File: src/rtl/dbg_cmd_exec.sv
// Debugger command executor: decodes host commands, runs posted word accesses on the CPU bus, drives halt/step.
// Result registered one cycle after host_en; a READ/WRITE arriving while an access is in flight is dropped and flagged.
module dbg_cmd_exec #(
    parameter int unsigned TIMEOUT = 255,
    parameter logic [7:0]  DBG_ID  = 8'hA5
) (
    input  logic        i_clk,
    input  logic        i_rst,
    input  logic [7:0]  i_host_cmd,
    input  logic [31:0] i_host_param,
    input  logic        i_host_en,
    output logic [31:0] o_host_result,
    output logic        o_bus_req,
    output logic        o_bus_we,
    output logic [31:0] o_bus_addr,
    output logic [31:0] o_bus_wdata,
    input  logic [31:0] i_bus_rdata,
    input  logic        i_bus_ack,
    output logic        o_cpu_halt,
    input  logic        i_cpu_halted,
    output logic        o_cpu_step
);

    localparam logic [7:0]  C_STATUS   = 8'h00;
    localparam logic [7:0]  C_FETCH    = 8'h01;
    localparam logic [7:0]  C_HALT     = 8'h02;
    localparam logic [7:0]  C_RESUME   = 8'h03;
    localparam logic [7:0]  C_STEP     = 8'h04;
    localparam logic [7:0]  C_CLR_ERR  = 8'h05;
    localparam logic [7:0]  C_READ     = 8'h06;
    localparam logic [7:0]  C_SET_ADDR = 8'h80;
    localparam logic [7:0]  C_WRITE    = 8'h81;
    localparam logic [15:0] TO_LAST    = 16'(TIMEOUT - 1);

    typedef enum logic {S_IDLE, S_REQ} state_t;

    state_t      r_state;
    logic [31:0] r_addr;
    logic [31:0] r_rdata_buf;
    logic        r_err_timeout;
    logic        r_err_busy;
    logic        r_err_cmd;
    logic [15:0] r_cnt;
    logic [31:0] r_host_result;
    logic        r_bus_req;
    logic        r_bus_we;
    logic [31:0] r_bus_addr;
    logic [31:0] r_bus_wdata;
    logic        r_cpu_halt;
    logic        r_cpu_step;

    logic        w_busy;
    logic [31:0] w_status;

    assign w_busy   = (r_state == S_REQ);
    assign w_status = {16'h0000, DBG_ID, 2'b00, i_cpu_halted, r_cpu_halt,
                       r_err_cmd, r_err_busy, r_err_timeout, w_busy};

    always_ff @(posedge i_clk) begin
        if (i_rst) begin
            r_state       <= S_IDLE;
            r_addr        <= 32'h0;
            r_rdata_buf   <= 32'h0;
            r_err_timeout <= 1'b0;
            r_err_busy    <= 1'b0;
            r_err_cmd     <= 1'b0;
            r_cnt         <= 16'h0;
            r_host_result <= 32'h0;
            r_bus_req     <= 1'b0;
            r_bus_we      <= 1'b0;
            r_bus_addr    <= 32'h0;
            r_bus_wdata   <= 32'h0;
            r_cpu_halt    <= 1'b0;
            r_cpu_step    <= 1'b0;
        end else begin
            r_cpu_step <= 1'b0;
            if (i_host_en) begin
                r_host_result <= (i_host_cmd == C_FETCH) ? r_rdata_buf : w_status;
                case (i_host_cmd)
                    C_STATUS, C_FETCH: ;
                    C_HALT:     r_cpu_halt <= 1'b1;
                    C_RESUME:   r_cpu_halt <= 1'b0;
                    C_STEP:     if (r_cpu_halt && i_cpu_halted) r_cpu_step <= 1'b1;
                    C_CLR_ERR: begin
                        r_err_timeout <= 1'b0;
                        r_err_busy    <= 1'b0;
                        r_err_cmd     <= 1'b0;
                    end
                    C_READ, C_WRITE: begin
                        if (w_busy) begin
                            r_err_busy <= 1'b1;
                        end else begin
                            r_state    <= S_REQ;
                            r_bus_req  <= 1'b1;
                            r_bus_we   <= (i_host_cmd == C_WRITE);
                            r_bus_addr <= r_addr;
                            r_cnt      <= 16'h0;
                            if (i_host_cmd == C_WRITE) r_bus_wdata <= i_host_param;
                        end
                    end
                    C_SET_ADDR: r_addr <= {i_host_param[31:2], 2'b00};
                    default:    r_err_cmd <= 1'b1;
                endcase
            end
            // Bus completion is evaluated after decode so a timeout beats a same-cycle CLR_ERR.
            if (r_state == S_REQ) begin
                if (i_bus_ack) begin
                    r_state   <= S_IDLE;
                    r_bus_req <= 1'b0;
                    r_addr    <= r_bus_addr + 32'd4;
                    if (!r_bus_we) r_rdata_buf <= i_bus_rdata;
                end else if (r_cnt == TO_LAST) begin
                    r_state       <= S_IDLE;
                    r_bus_req     <= 1'b0;
                    r_err_timeout <= 1'b1;
                end else begin
                    r_cnt <= r_cnt + 16'd1;
                end
            end
        end
    end

    assign o_host_result = r_host_result;
    assign o_bus_req     = r_bus_req;
    assign o_bus_we      = r_bus_we;
    assign o_bus_addr    = r_bus_addr;
    assign o_bus_wdata   = r_bus_wdata;
    assign o_cpu_halt    = r_cpu_halt;
    assign o_cpu_step    = r_cpu_step;

endmodule

File: config.mk
export PLATFORM = sky130hd
export DESIGN_NAME = dbg_cmd_exec
export DESIGN_NICKNAME = d
export VERILOG_FILES = /design/src/rtl/dbg_cmd_exec.sv
export SDC_FILE = /design/constraint.sdc
export NUM_CORES = 1
export LEC_CHECK = 0
export BUFFER_PORTS_ARGS = -buffer_cell sky130_fd_sc_hd__buf_4
export CAP_MARGIN = 20
export CELL_PAD_IN_SITES_DETAIL_PLACEMENT = 1
export CELL_PAD_IN_SITES_GLOBAL_PLACEMENT = 2
export CORE_MARGIN = 4
export CORE_UTILIZATION = 29
export CTS_CLUSTER_DIAMETER = 150
export CTS_CLUSTER_SIZE = 16
export DETAILED_ROUTE_END_ITERATION = 7
export GPL_ROUTABILITY_DRIVEN = 0
export PLACE_DENSITY_LB_ADDON = 0.1
export SETUP_SLACK_MARGIN = 0.3
export SYNTH_ARGS = -nofsm -noshare
export SYNTH_HDL_FRONTEND = slang
export SYNTH_SLANG_ARGS = --single-unit
export TNS_END_PERCENT = 10
File: constraint.sdc
create_clock -name i_clk -period 1.9 [get_ports i_clk]
set_input_delay 0.38 -clock i_clk [delete_from_list [all_inputs] [get_ports i_clk]]
set_output_delay 0.38 -clock i_clk [all_outputs]
set_load 0.02 [all_outputs]
## Yosys cells after proc, flatten, opt, wreduce, memory -nomap -nowiden

Cells that the tools add are included.

- Muxes and demuxes: 32
- Equal/unequal tests: 10
- Bitwise logic cells: 5
- Reductions and logical operators: 13
- $add $sub $neg: 2

Operators by type and width:

| cell | count |
|---|---|
| $mux W32 | 5 |
| $mux W16 | 6 |
| $add A32 B3 Y32 const B | 1 |
| $eq A8 B3 Y1 const B | 3 |
| $mux W1 | 18 |
| $add A16 B1 Y16 const B | 1 |
| $eq A16 B8 Y1 const B | 1 |
| $eq A8 B2 Y1 const B | 2 |
| $eq A8 B8 Y1 const B | 2 |
| $reduce_and A3 Y1 | 3 |
| $eq A8 B1 Y1 const B | 1 |
| $logic_not A8 Y1 | 1 |
| $reduce_or A8 Y1 | 1 |
| $pmux W1 S2 | 3 |
| $not A1 Y1 | 5 |
| $reduce_and A2 Y1 | 2 |
| $reduce_and A4 Y1 | 1 |
| $reduce_bool A2 Y1 | 2 |
| $reduce_or A3 Y1 | 1 |
| $ne A2 B2 Y1 const B | 1 |
| $reduce_or A2 Y1 | 1 |
| $logic_and A1 B1 Y1 | 1 |

- Output and inout bits: 100
- Logic and storage cells: 76
- Input bits: 77
- Bits in registers: 184

## Depth between registers and ports, before layout

Gate-level depths: netlist of run 1.

- Word-level depth: 7
- Depth in mapped cells: 8
- Gate-level depth less buffers: 6

## Least setup slack after synthesis of run 1

Ideal clock, no wire load.

- Path type: register to register
- Start: register r_bus_addr[8] (netlist: o_bus_addr[8])
- End: register r_addr[25]
- Stages on the path, launching flop included: 6
- Period minus slack after synthesis: 2092 ps
- Setup slack: -192 ps
- Arrival time: 1977 ps
- Path buffers: 1
- Required time: 1785 ps
- Cell sequence: dfxtp_1 nand4_1 or4_1 buf_2 or4_1 and3_1

- Cells in the longest elaborated chain, start to end: 3

Ends and longest elaborated chain:

| what | line | RTL |
|---|---|---|
| from (decl) | 47 | `logic [31:0] r_bus_addr;` |
| from (signal assigned) | 96 | `r_bus_addr <= r_addr;` |
| $add A32 B3 Y32 | 110 | `r_addr <= r_bus_addr + 32'd4;` |
| $mux W32 | 107 | `if (i_bus_ack) begin` |
| $mux W32 | 106 | `if (r_state == S_REQ) begin` |
| to (signal assigned) | 101 | `C_SET_ADDR: r_addr <= {i_host_param[31:2], 2'b00};` |
| to (signal assigned) | 110 |  |
| to (decl) | 38 | `logic [31:0] r_addr;` |

Every way passes these cells.
A chain may end at the register's enable or synchronous reset.

## Final worst setup path of run 1

- Start: register r_cnt[12]
- End: register r_cnt[3]

- Cells in the longest elaborated chain, start to end: 4

Ends and longest elaborated chain:

| what | line | RTL |
|---|---|---|
| from (decl) | 43 | `logic [15:0] r_cnt;` |
| from (signal assigned) | 117 | `r_cnt <= r_cnt + 16'd1;` |
| $eq A16 B8 Y1 | 112 | `end else if (r_cnt == TO_LAST) begin` |
| $mux W16 | 112 |  |
| $mux W16 | 107 |  |
| $mux W16 | 106 |  |

Every way passes these cells.

==> flow_summary.toml, run 1 <==
[status]
status = "finished, violations left"
violations = "negative setup slack"

[worst_setup_path]
startpoint_type = "flop"
cp-end-kind = "flop"
crit_required_ns = 2.22
cp.arrival_ns = 2.23
critPathMaxFanout = 8
worst-setup-path-type = "reg -> reg"

[detailed_routing]
drt_iter0_markers = 327
remaining_drc_errors = 0
wl_per_cell_um = 18.69
routed_wl_um = 28340
num_vias = 7759
dr.pass1.iters = 4
final_antenna_net_count = 0
vias_per_cell = 5.118

[clock_network]
cts_inserted_buffers = 17
clock_path_buffers = 2
cts_sinks = 184
clk_pin_slew_worst_paths_ns = 0.08
cts_tree = "done"
htree_levels = 4
hold_buffers = 0
root_buffer = "clkbuf_16"
clk-insertion-delay-late_ns = 0.44

[die]
dieArea_um2 = 29950
chipWidth_um = 173.1
num_rows = 60
start_util = 0.2940
fp.dieH_um = 173.1
io_pins = 177
core_um2 = 26880

[power]
peakVddDrop_uv = 460.7
switching_share = 0.2656
cellPowerDensity_nw_per_um2 = 709.0
p_sw_uw = 2101
p_comb_frac = 0.050
p_clk_frac = 0.463
power_leakage_uw = 0.004551
seqPwrFrac = 0.487
p_int_uw = 5810

[cells_and_area]
final_util = 0.4151
drive_gt1_frac = 0.3294
nets = 1242
layout_commonest_cell = "buf_4"
fin_cells = 1516
synthToLayoutAreaGrowth_pct = 41.20
diodes = 0
layout_common_cells = "264 x buf_4, 166 x nand2_1, 153 x dfxtp_1"

[timing]
max_slew.worst_pin.slew_ns = 0.5133
fmax_mhz = 524.9
setup_viol = 1
clock_skew_ns = 0.01354
fin_ws_ns = -0.005198
slew_viol_final = 0
slew_headroom = 0.6578
timing.final.crit_share = 1.003
post-route-min-period_ns = 1.905
rsz0062_at_grt = "true"
timing.final.hold_violations = 0

[job]
maxCapViolations = 0

[placed_design]
io_buffers = 176
hpwl_um = 20040
placedCellCount = 1472

[synth]
yosysSeqAreaShare = 0.4662
async_flop_share = 0
synthTopCellsByArea = "dfxtp_1 47%, nand2_1 8.0%, mux2i_1 6.0%"
synth-main-ff-cell = "dfxtp_1"
synth_edf_count = 0
synth_top_cell_by_area = "dfxtp_1"
syn_avg_cell_area_um2 = 8.469
synthesis.area_um2 = 7901
yosys_warnings = 0
synthCells = 933
synthesis.nets = 1013
yosysTopAreaCellShare = 0.4662
synth_seq_cells = 184
ys_types = 60

[grt]
grt_overflow_total = 0
grt_pass1_wl_um = 44680
antenna_found_initial = 0
grt_pass1_vias = 7854
grt_usage = 0.1837
grt_max_degree = 44

[worst_hold_path]
min_path_type = "in -> reg"
synthesized netlist by cell type, types with 2 or more instances:
| master | number |
|---|---|
| o311ai_0 | 2 |
| or4_1 | 19 |
| o31a_1 | 8 |
| o31ai_1 | 11 |
| buf_1 | 7 |
| xnor2_1 | 12 |
| a211o_1 | 4 |
| mux2_2 | 3 |
| nand4_1 | 13 |
| a311oi_1 | 15 |
| or3_1 | 3 |
| a22oi_1 | 22 |
| a31oi_1 | 4 |
| o211ai_1 | 6 |
| and2_1 | 6 |
| inv_1 | 10 |
| nor4bb_1 | 2 |
| buf_2 | 14 |
| o22ai_1 | 5 |
| clkbuf_1 | 50 |
| a21oi_1 | 82 |
| ha_1 | 3 |
| and3_1 | 5 |
| nor2_1 | 96 |
| nor2b_1 | 6 |
| nor3b_1 | 4 |
| a211oi_1 | 19 |
| nor4_1 | 15 |
| nor3_1 | 12 |
| nand3_1 | 23 |
| nand2b_1 | 7 |
| or4b_1 | 2 |
| or2_2 | 4 |
| nor4_2 | 3 |
| nand3b_1 | 2 |
| o21ai_0 | 5 |
| nand4b_1 | 3 |
| xor2_1 | 2 |
| and4_1 | 5 |
| dfxtp_1 | 184 |
| a31o_2 | 2 |
| mux2i_1 | 47 |
| nand2_1 | 169 |
cells by family (layout without fill, tap and decap cells):
family / count (synthesis) / count (layout) / share of synthesized area
AOI/OAI and AO/OA: 196 / 196 / 0.1641
adders and majority gates: 3 / 3 / 0.004751
xor gates and xnor gates: 14 / 14 / 0.01552
DFF: 184 / 184 / 0.4662
and+or+nand+nor: 405 / 405 / 0.2450
muxes: 50 / 50 / 0.06382
buffers and inverters: 81 / 323 / 0.04070
through the flow:
stage	instance area, um2	setup TNS [ns]	worst slack, ns	hold slack, ns	power (uW)
after floorplan	8044	0	0.07793	0.4211	4094
after global placement	10300	-3.721	-0.1567	0.4322	4354
after detailed placement	10300	-6.529	-0.2218	0.4382	4355
after CTS	10990	0	0.03653	0.1639	8061
after global routing	11160	-0.2569	-0.07825	0.1682	8233
final	11160	-0.005198	-0.005198	0.1770	7911
final cells by class:
cell class | instances | area [um2]
Fill cell | 3191 | 15720
Multi-Input combinational cell | 668 | 4066
Sequential cell | 184 | 3775
Timing Repair Buffer | 281 | 2252
Tap cell | 341 | 426.7
Clock buffer | 17 | 425.4
Clock inverter | 15 | 173.9
Inverter | 10 | 37.54
registers in the layout (all words and copies together), names as in the netlist:
| name | flops |
|---|---|
| r_err_cmd | 1 |
| r_state | 1 |
| r_rdata_buf | 32 |
| r_cnt | 16 |
| o_cpu_step | 1 |
| o_bus_addr | 32 |
| o_cpu_halt | 1 |
| o_bus_req | 1 |
| r_err_busy | 1 |
| o_host_result | 32 |
| r_err_timeout | 1 |
| r_addr | 32 |
| o_bus_we | 1 |
| o_bus_wdata | 32 |
critical path, cell delays in order, from the launching register on:
cell	delay (ns)
dfxtp_2	0.34
or4_4	0.56
nor4_4	0.42
buf_6	0.19
buf_4	0.12
or4_1	0.10
a21oi_1	0.05
routing by layer:
layer / vias to the layer above / part of all wire / track usage
met5: - / 0 / 0
met4: 0 / 0.012 / 0.04523
met3: 22 / 0.041 / 0.03585
met2: 165 / 0.49 / 0.3199
met1: 3795 / 0.45 / 0.2346
li1: 3777 / - / -
final timing paths:
path                            cells past startpoint                 start  slack, ns                     endpoint
worst max-delay path                                6  r_cnt[12]$_SDFF_PP0_     -0.005          r_cnt[3]$_SDFF_PP0_
worst min-delay path                                3       i_host_param[3]       0.18  o_bus_wdata[3]$_SDFFE_PP0P_
worst max register to register                      6  r_cnt[12]$_SDFF_PP0_     -0.005          r_cnt[3]$_SDFF_PP0_
worst min register to register                      2  r_addr[5]$_SDFF_PP0_       0.45   o_bus_addr[5]$_SDFFE_PP0P_
power groups by stage:
stage                     Clock [uW]  Sequential, uW  Combinational (uW)
after floorplan                    0            3960                 130
after detailed placement           0            3950                 406
after global routing            3950            3850                 434
final                           3660            3850                 399
after global placement             0            3950                 405
after CTS                       3800            3860                 407
what timing repair did:
item,CTS,global route
endpoints found under the setup margin,73,101
gates resized for setup,12,36
setup buffers,6,6
cloned,0,0
pin swaps,10,18
Power figures use the tool's default switching activity.
==> run 2: changes to the inputs <==
--- a/config.mk
+++ b/config.mk
@@ -5,12 +5,13 @@
 export SDC_FILE = /design/constraint.sdc
 export NUM_CORES = 1
 export LEC_CHECK = 0
+export ABC_AREA = 0
 export BUFFER_PORTS_ARGS = -buffer_cell sky130_fd_sc_hd__buf_4
 export CAP_MARGIN = 20
 export CELL_PAD_IN_SITES_DETAIL_PLACEMENT = 1
 export CELL_PAD_IN_SITES_GLOBAL_PLACEMENT = 2
 export CORE_MARGIN = 4
-export CORE_UTILIZATION = 29
+export CORE_UTILIZATION = 32
 export CTS_CLUSTER_DIAMETER = 150
 export CTS_CLUSTER_SIZE = 16
 export DETAILED_ROUTE_END_ITERATION = 7
==> constraint.sdc (replaced) <==
create_clock -name i_clk -period 1.95 [get_ports i_clk]
set_input_delay 0.39 -clock i_clk [delete_from_list [all_inputs] [get_ports i_clk]]
set_output_delay 0.39 -clock i_clk [all_outputs]
set_load 0.02 [all_outputs]
==> run 2 against run 1 <==
Effect of this change: the run now ends clean; clock skew is 0.0030 ns higher; combinational power is 4% lower; critical path depth stayed put; critical path type unchanged.
==> flow_summary.toml, run 2 (synthesis gave the netlist of run 1 again) <==
[status]
status = "finished clean"

[cells_and_area]
diodes = 0
nets = 1234
fin_cells = 1491
layout_commonest_cell = "buf_4"
synthToLayoutAreaGrowth_pct = 40.48
layout_common_cells = "254 x buf_4, 167 x nand2_1, 157 x dfxtp_1"
drive_gt1_frac = 0.3162
final_cell_area_um2 = 11100
fillers = 2869

[grt]
grt_max_degree = 84
grt_pass1_wl_um = 42790
grt_usage = 0.1970
grt_overflow_total = 0
grt_pass1_vias = 7817
antenna_found_initial = 0

[die]
dieArea_um2 = 27270
start_util = 0.3249
io_pins = 177
chipWidth_um = 165.1
core_um2 = 24320
fp.dieH_um = 165.1
num_rows = 57

[timing]
whs_ns = 0.1872
max_slew.worst_pin.slew_ns = 0.5152
setup_viol = 0
fmax_mhz = 539.9
timing.final.crit_share = 0.9498
clock_skew_ns = 0.01656
slew_headroom = 0.6566
timing.final.hold_violations = 0
slew_viol_final = 0
rsz0062_at_grt = "true"
post-route-min-period_ns = 1.852

[worst_setup_path]
reg2reg_depth = 6
crit_chain = "nand4_1, buf_4, or4_4, buf_6, or4_1, nand3_1"
cp-end-kind = "flop"
cp.arrival_ns = 2.23
worst-setup-path-type = "reg -> reg"
crit_required_ns = 2.33
critPathMaxFanout = 5
max_stage_delay_ns = 0.48
startpoint_type = "flop"
slowest_stage = "or4_4"

[clock_network]
clk-insertion-delay-late_ns = 0.44
clock_path_buffers = 2
htree_levels = 4
root_buffer = "clkbuf_16"
cts_inserted_buffers = 17
clk_pin_slew_worst_paths_ns = 0.08
cts_tree = "done"
cts_sinks = 184
hold_buffers = 0

[detailed_routing]
vias_per_cell = 5.151
wl_per_cell_um = 18.32
final_antenna_net_count = 0
drt_iter0_markers = 317
remaining_drc_errors = 0
num_vias = 7680
dr.pass1.iters = 5
routed_wl_um = 27320

[worst_hold_path]
min_path_type = "in -> reg"
whs_path_depth = 3

[power]
power_uw = 7675
power_leakage_uw = 0.004509
peakVddDrop_uv = 585.1
cellPowerDensity_nw_per_um2 = 691.5

[placed_design]
placedCellCount = 1439
place_area_um2 = 10190
io_buffers = 176
hpwl_um = 19090

[job]
maxCapViolations = 0
[run 2: changes by cell type in the layout (fill, tap and decap cells not counted), moves of 2 or more]
cell and delta:
buf_12 +3, buf_4 -10, clkinv_8 +2, dfxtp_1 +4, dfxtp_2 -4, inv_6 -2, nand3_1 -3, nand3_2 +3
nor3_1 +2, nor3_2 -2, nor4_1 +2, o31ai_1 +2, or4_1 +2, or4_4 -2
[run 2: metrics by stage]
step	util	setup WS (ns)	setup TNS (ns)
3_3_place_gp	0.4188	-0.1075	-0.7697
4_1_cts	0.4504	0.1222	0
6_report	0.4564	0.09795	0
3_5_place_dp	0.4188	-0.1879	-1.452
5_1_grt	0.4564	0.03993	0
2_1_floorplan	-	0.1179	0
[run 2: path summary, 6_finish.rpt]
path | from | end | slack (ns)
hold / removal | i_host_param[0] | o_bus_wdata[0]$_SDFFE_PP0P_ | 0.19
hold reg to reg | r_addr[5]$_SDFF_PP0_ | o_bus_addr[5]$_SDFFE_PP0P_ | 0.45
setup / recovery | o_bus_addr[10]$_SDFFE_PP0P_ | r_addr[31]$_SDFF_PP0_ | 0.1
setup reg to reg | o_bus_addr[10]$_SDFFE_PP0P_ | r_addr[31]$_SDFF_PP0_ | 0.1
[run 2: layer usage]
layer / wire (um) / GRT usage
met4: 384 / 0.05444
met2: 13560 / 0.3396
met5: 0 / 0
met1: 12210 / 0.2524
met3: 1161 / 0.03673
[run 2: final cells by class]
cell class / count / area (um2) / area share
multi-input combinational: 668 / 4053 / 0.3651
sequential: 184 / 3770 / 0.3396
timing repair buffer: 273 / 2226 / 0.2005
clock buffer: 17 / 425.4 / 0.03833
tap: 324 / 405.4 / 0.03652
clock inverter: 15 / 182.7 / 0.01646
inverter: 10 / 37.54 / 0.003382
[run 2: repair_timing]
item	CTS	global route
resized for setup	17	22
setup buffers	11	9
endpoints found under the setup margin	47	122
hold endpoints to repair	0	0
pin swaps	11	7
[run 2: critical path, delay by kind of cell (launching register included)]
kind,cells,cell delay [ns]
AND/OR/NAND/NOR,4,1.12
flip-flops,1,0.35
buffers and inverters,2,0.34
[run 2: power breakdown]
group / total (uW) / internal, uW / switching [uW]
combinational: 385 / 177 / 208
clock: 3540 / 1740 / 1800
sequential: 3750 / 3740 / 9.57
total: 7670 / 5660 / 2020
==> run 3: changes to the inputs <==
--- a/config.mk
+++ b/config.mk
@@ -10,7 +10,6 @@
 export CAP_MARGIN = 20
 export CELL_PAD_IN_SITES_DETAIL_PLACEMENT = 1
 export CELL_PAD_IN_SITES_GLOBAL_PLACEMENT = 2
-export CORE_MARGIN = 4
 export CORE_UTILIZATION = 32
 export CTS_CLUSTER_DIAMETER = 150
 export CTS_CLUSTER_SIZE = 16
==> constraint.sdc (replaced) <==
create_clock -name i_clk -period 1.95 [get_ports i_clk]
set_input_delay 0.39 -clock i_clk [delete_from_list [all_inputs] [get_ports i_clk]]
set_output_delay 0.39 -clock i_clk [all_outputs]
set_load 0.01 [all_outputs]
==> run 3 against run 2 <==
Effect of this change: first-iteration DRC count rose by 5.0%; clock power fell by 2%; die area decreased by 7.1%; setup slack better by 0.036 ns; core utilization grew 0.15 points; via count unchanged; design area about the same; register-to-register slack improved by 0.04 ns; sequential cell count unchanged; critical endpoint unchanged.
==> flow_summary.toml, run 3 (synthesis gave the netlist of run 1 again) <==
[die]
core_um2 = 24250
start_util = 0.3259
num_rows = 57
dieArea_um2 = 25320
chipWidth_um = 159.1
fp.dieH_um = 159.1
io_pins = 177

[grt]
antenna_found_initial = 0
grt_pass1_vias = 7644
grt_overflow_total = 0
grt_pass1_wl_um = 42740
grt_usage = 0.2119
grt_max_degree = 53

[clock_network]
root_buffer = "clkbuf_16"
clk_pin_slew_worst_paths_ns = 0.08
clock_path_buffers = 2
cts_inserted_buffers = 17
cts_tree = "done"
cts_sinks = 184
htree_levels = 4
clk-insertion-delay-late_ns = 0.45

[worst_setup_path]
cp.arrival_ns = 2.20
max_stage_delay_ns = 0.57
startpoint_type = "flop"
worst-setup-path-type = "reg -> reg"
critPathMaxFanout = 5
cp-end-kind = "flop"
crit_chain = "buf_6, nand4_4, or4_4, buf_6, or4_1, nand3_1"
crit_required_ns = 2.33
cp_common_cell = "buf_6"
slowest_stage = "or4_4"

[detailed_routing]
final_antenna_net_count = 0
dr.pass1.iters = 4
routed_wl_um = 26880
vias_per_cell = 5.137
drt_iter0_markers = 333
wl_per_cell_um = 17.98
remaining_drc_errors = 0
num_vias = 7680

[timing]
slew_headroom = 0.6041
max_slew.worst_pin.slew_ns = 0.5885
post-route-min-period_ns = 1.816
timing.final.hold_violations = 0
timing.final.crit_share = 0.9314
fmax_mhz = 550.6
rsz0062_at_grt = "true"
slew_viol_final = 0
clock_skew_ns = 0.02204
setup_viol = 0
fin_ws_ns = 0.1337

[cells_and_area]
drive_gt1_frac = 0.3211
layout_common_cells = "258 x buf_4, 166 x nand2_1, 160 x dfxtp_1"
register_area_um2 = 3754
multiInputGateArea_um2 = 4094
synthToLayoutAreaGrowth_pct = 40.54
diodes = 0
nets = 1238
fillers = 2809
layout_commonest_cell = "buf_4"

[power]
peakVddDrop_uv = 616.4
cellPowerDensity_nw_per_um2 = 684.8
power_uw = 7604
power_leakage_uw = 0.004520

[placed_design]
dp_worst_setup_slack_ns = -0.1895
io_buffers = 176
hpwl_um = 18640

[worst_hold_path]
min_path_type = "in -> reg"

[status]
status = "finished clean"

[job]
maxCapViolations = 0
run 3: changes by cell type in the layout (fill, tap and decap cells not counted), moves of 2 or more:
cell | previous run | this run
buf_12 | 12 | 9
buf_6 | 7 | 10
dfxtp_2 | 6 | 8
clkinv_8 | 6 | 2
o311ai_1 | 0 | 2
buf_4 | 254 | 258
dfxtp_1 | 157 | 160
clkbuf_8 | 0 | 2
inv_6 | 2 | 5
dfxtp_4 | 21 | 16
run 3: final cells by class:
type | count | share of cell area
Clock buffer | 19 | 0.04079
Tap cell | 324 | 0.03651
Inverter | 10 | 0.003606
Clock inverter | 13 | 0.01161
Timing Repair Buffer | 277 | 0.2008
Multi-Input combinational cell | 668 | 0.3687
Sequential cell | 184 | 0.3380
run 3: through the flow:
step	utilization	cells	instance area, um2	setup TNS (ns)	hold slack (ns)
after global routing	0.4579	1495	11100	0	0.1792
after global placement	0.4203	1447	10190	-1.733	0.4313
after CTS	0.4499	1488	10910	0	0.1764
after detailed placement	0.4203	1447	10190	-3.022	0.4409
final	0.4579	1495	11100	0	0.1844
after floorplan	-	933	8015	0	0.4211
run 3: where the power goes:
group	switching (uW)	leakage, uW	internal (uW)
logic	196	0.00273	174
clock network	1710	0.000285	1760
registers	11.0	0.00150	3750
run 3: repair_timing:
item | in CTS | in global routing
hold buffers | 0 | 0
cloned | 0 | 1
pin swaps | 10 | 10
endpoints found under the setup margin | 58 | 143
setup buffers | 9 | 6
resized for setup | 20 | 36
run 3: worst max-delay path: cells and delay by family, from the launching register on:
family        cells  cell delay (ns)
buf+inv           2             0.28
flops             1             0.37
simple gates      4             1.11
run 3: per-layer routing:
| metal | vias to the layer above | track usage | share of wire |
|---|---|---|---|
| met1 | 3727 | 0.2752 | 0.46 |
| met2 | 141 | 0.3614 | 0.49 |
| met3 | 30 | 0.03829 | 0.031 |
| li1 | 3782 | - | - |
| met5 | - | 0 | 0 |
| met4 | 0 | 0.05420 | 0.016 |
run 3: path summary, 6_finish.rpt:
check | start | end | slack, ns | depth (start not counted)
min | i_host_param[0] | o_bus_wdata[0]$_SDFFE_PP0P_ | 0.18 | 3
min reg2reg | r_addr[17]$_SDFF_PP0_ | o_bus_addr[17]$_SDFFE_PP0P_ | 0.45 | 2
max reg2reg | o_bus_addr[2]$_SDFFE_PP0P_ | r_addr[31]$_SDFF_PP0_ | 0.13 | 6
max | o_bus_addr[2]$_SDFFE_PP0P_ | r_addr[31]$_SDFF_PP0_ | 0.13 | 6
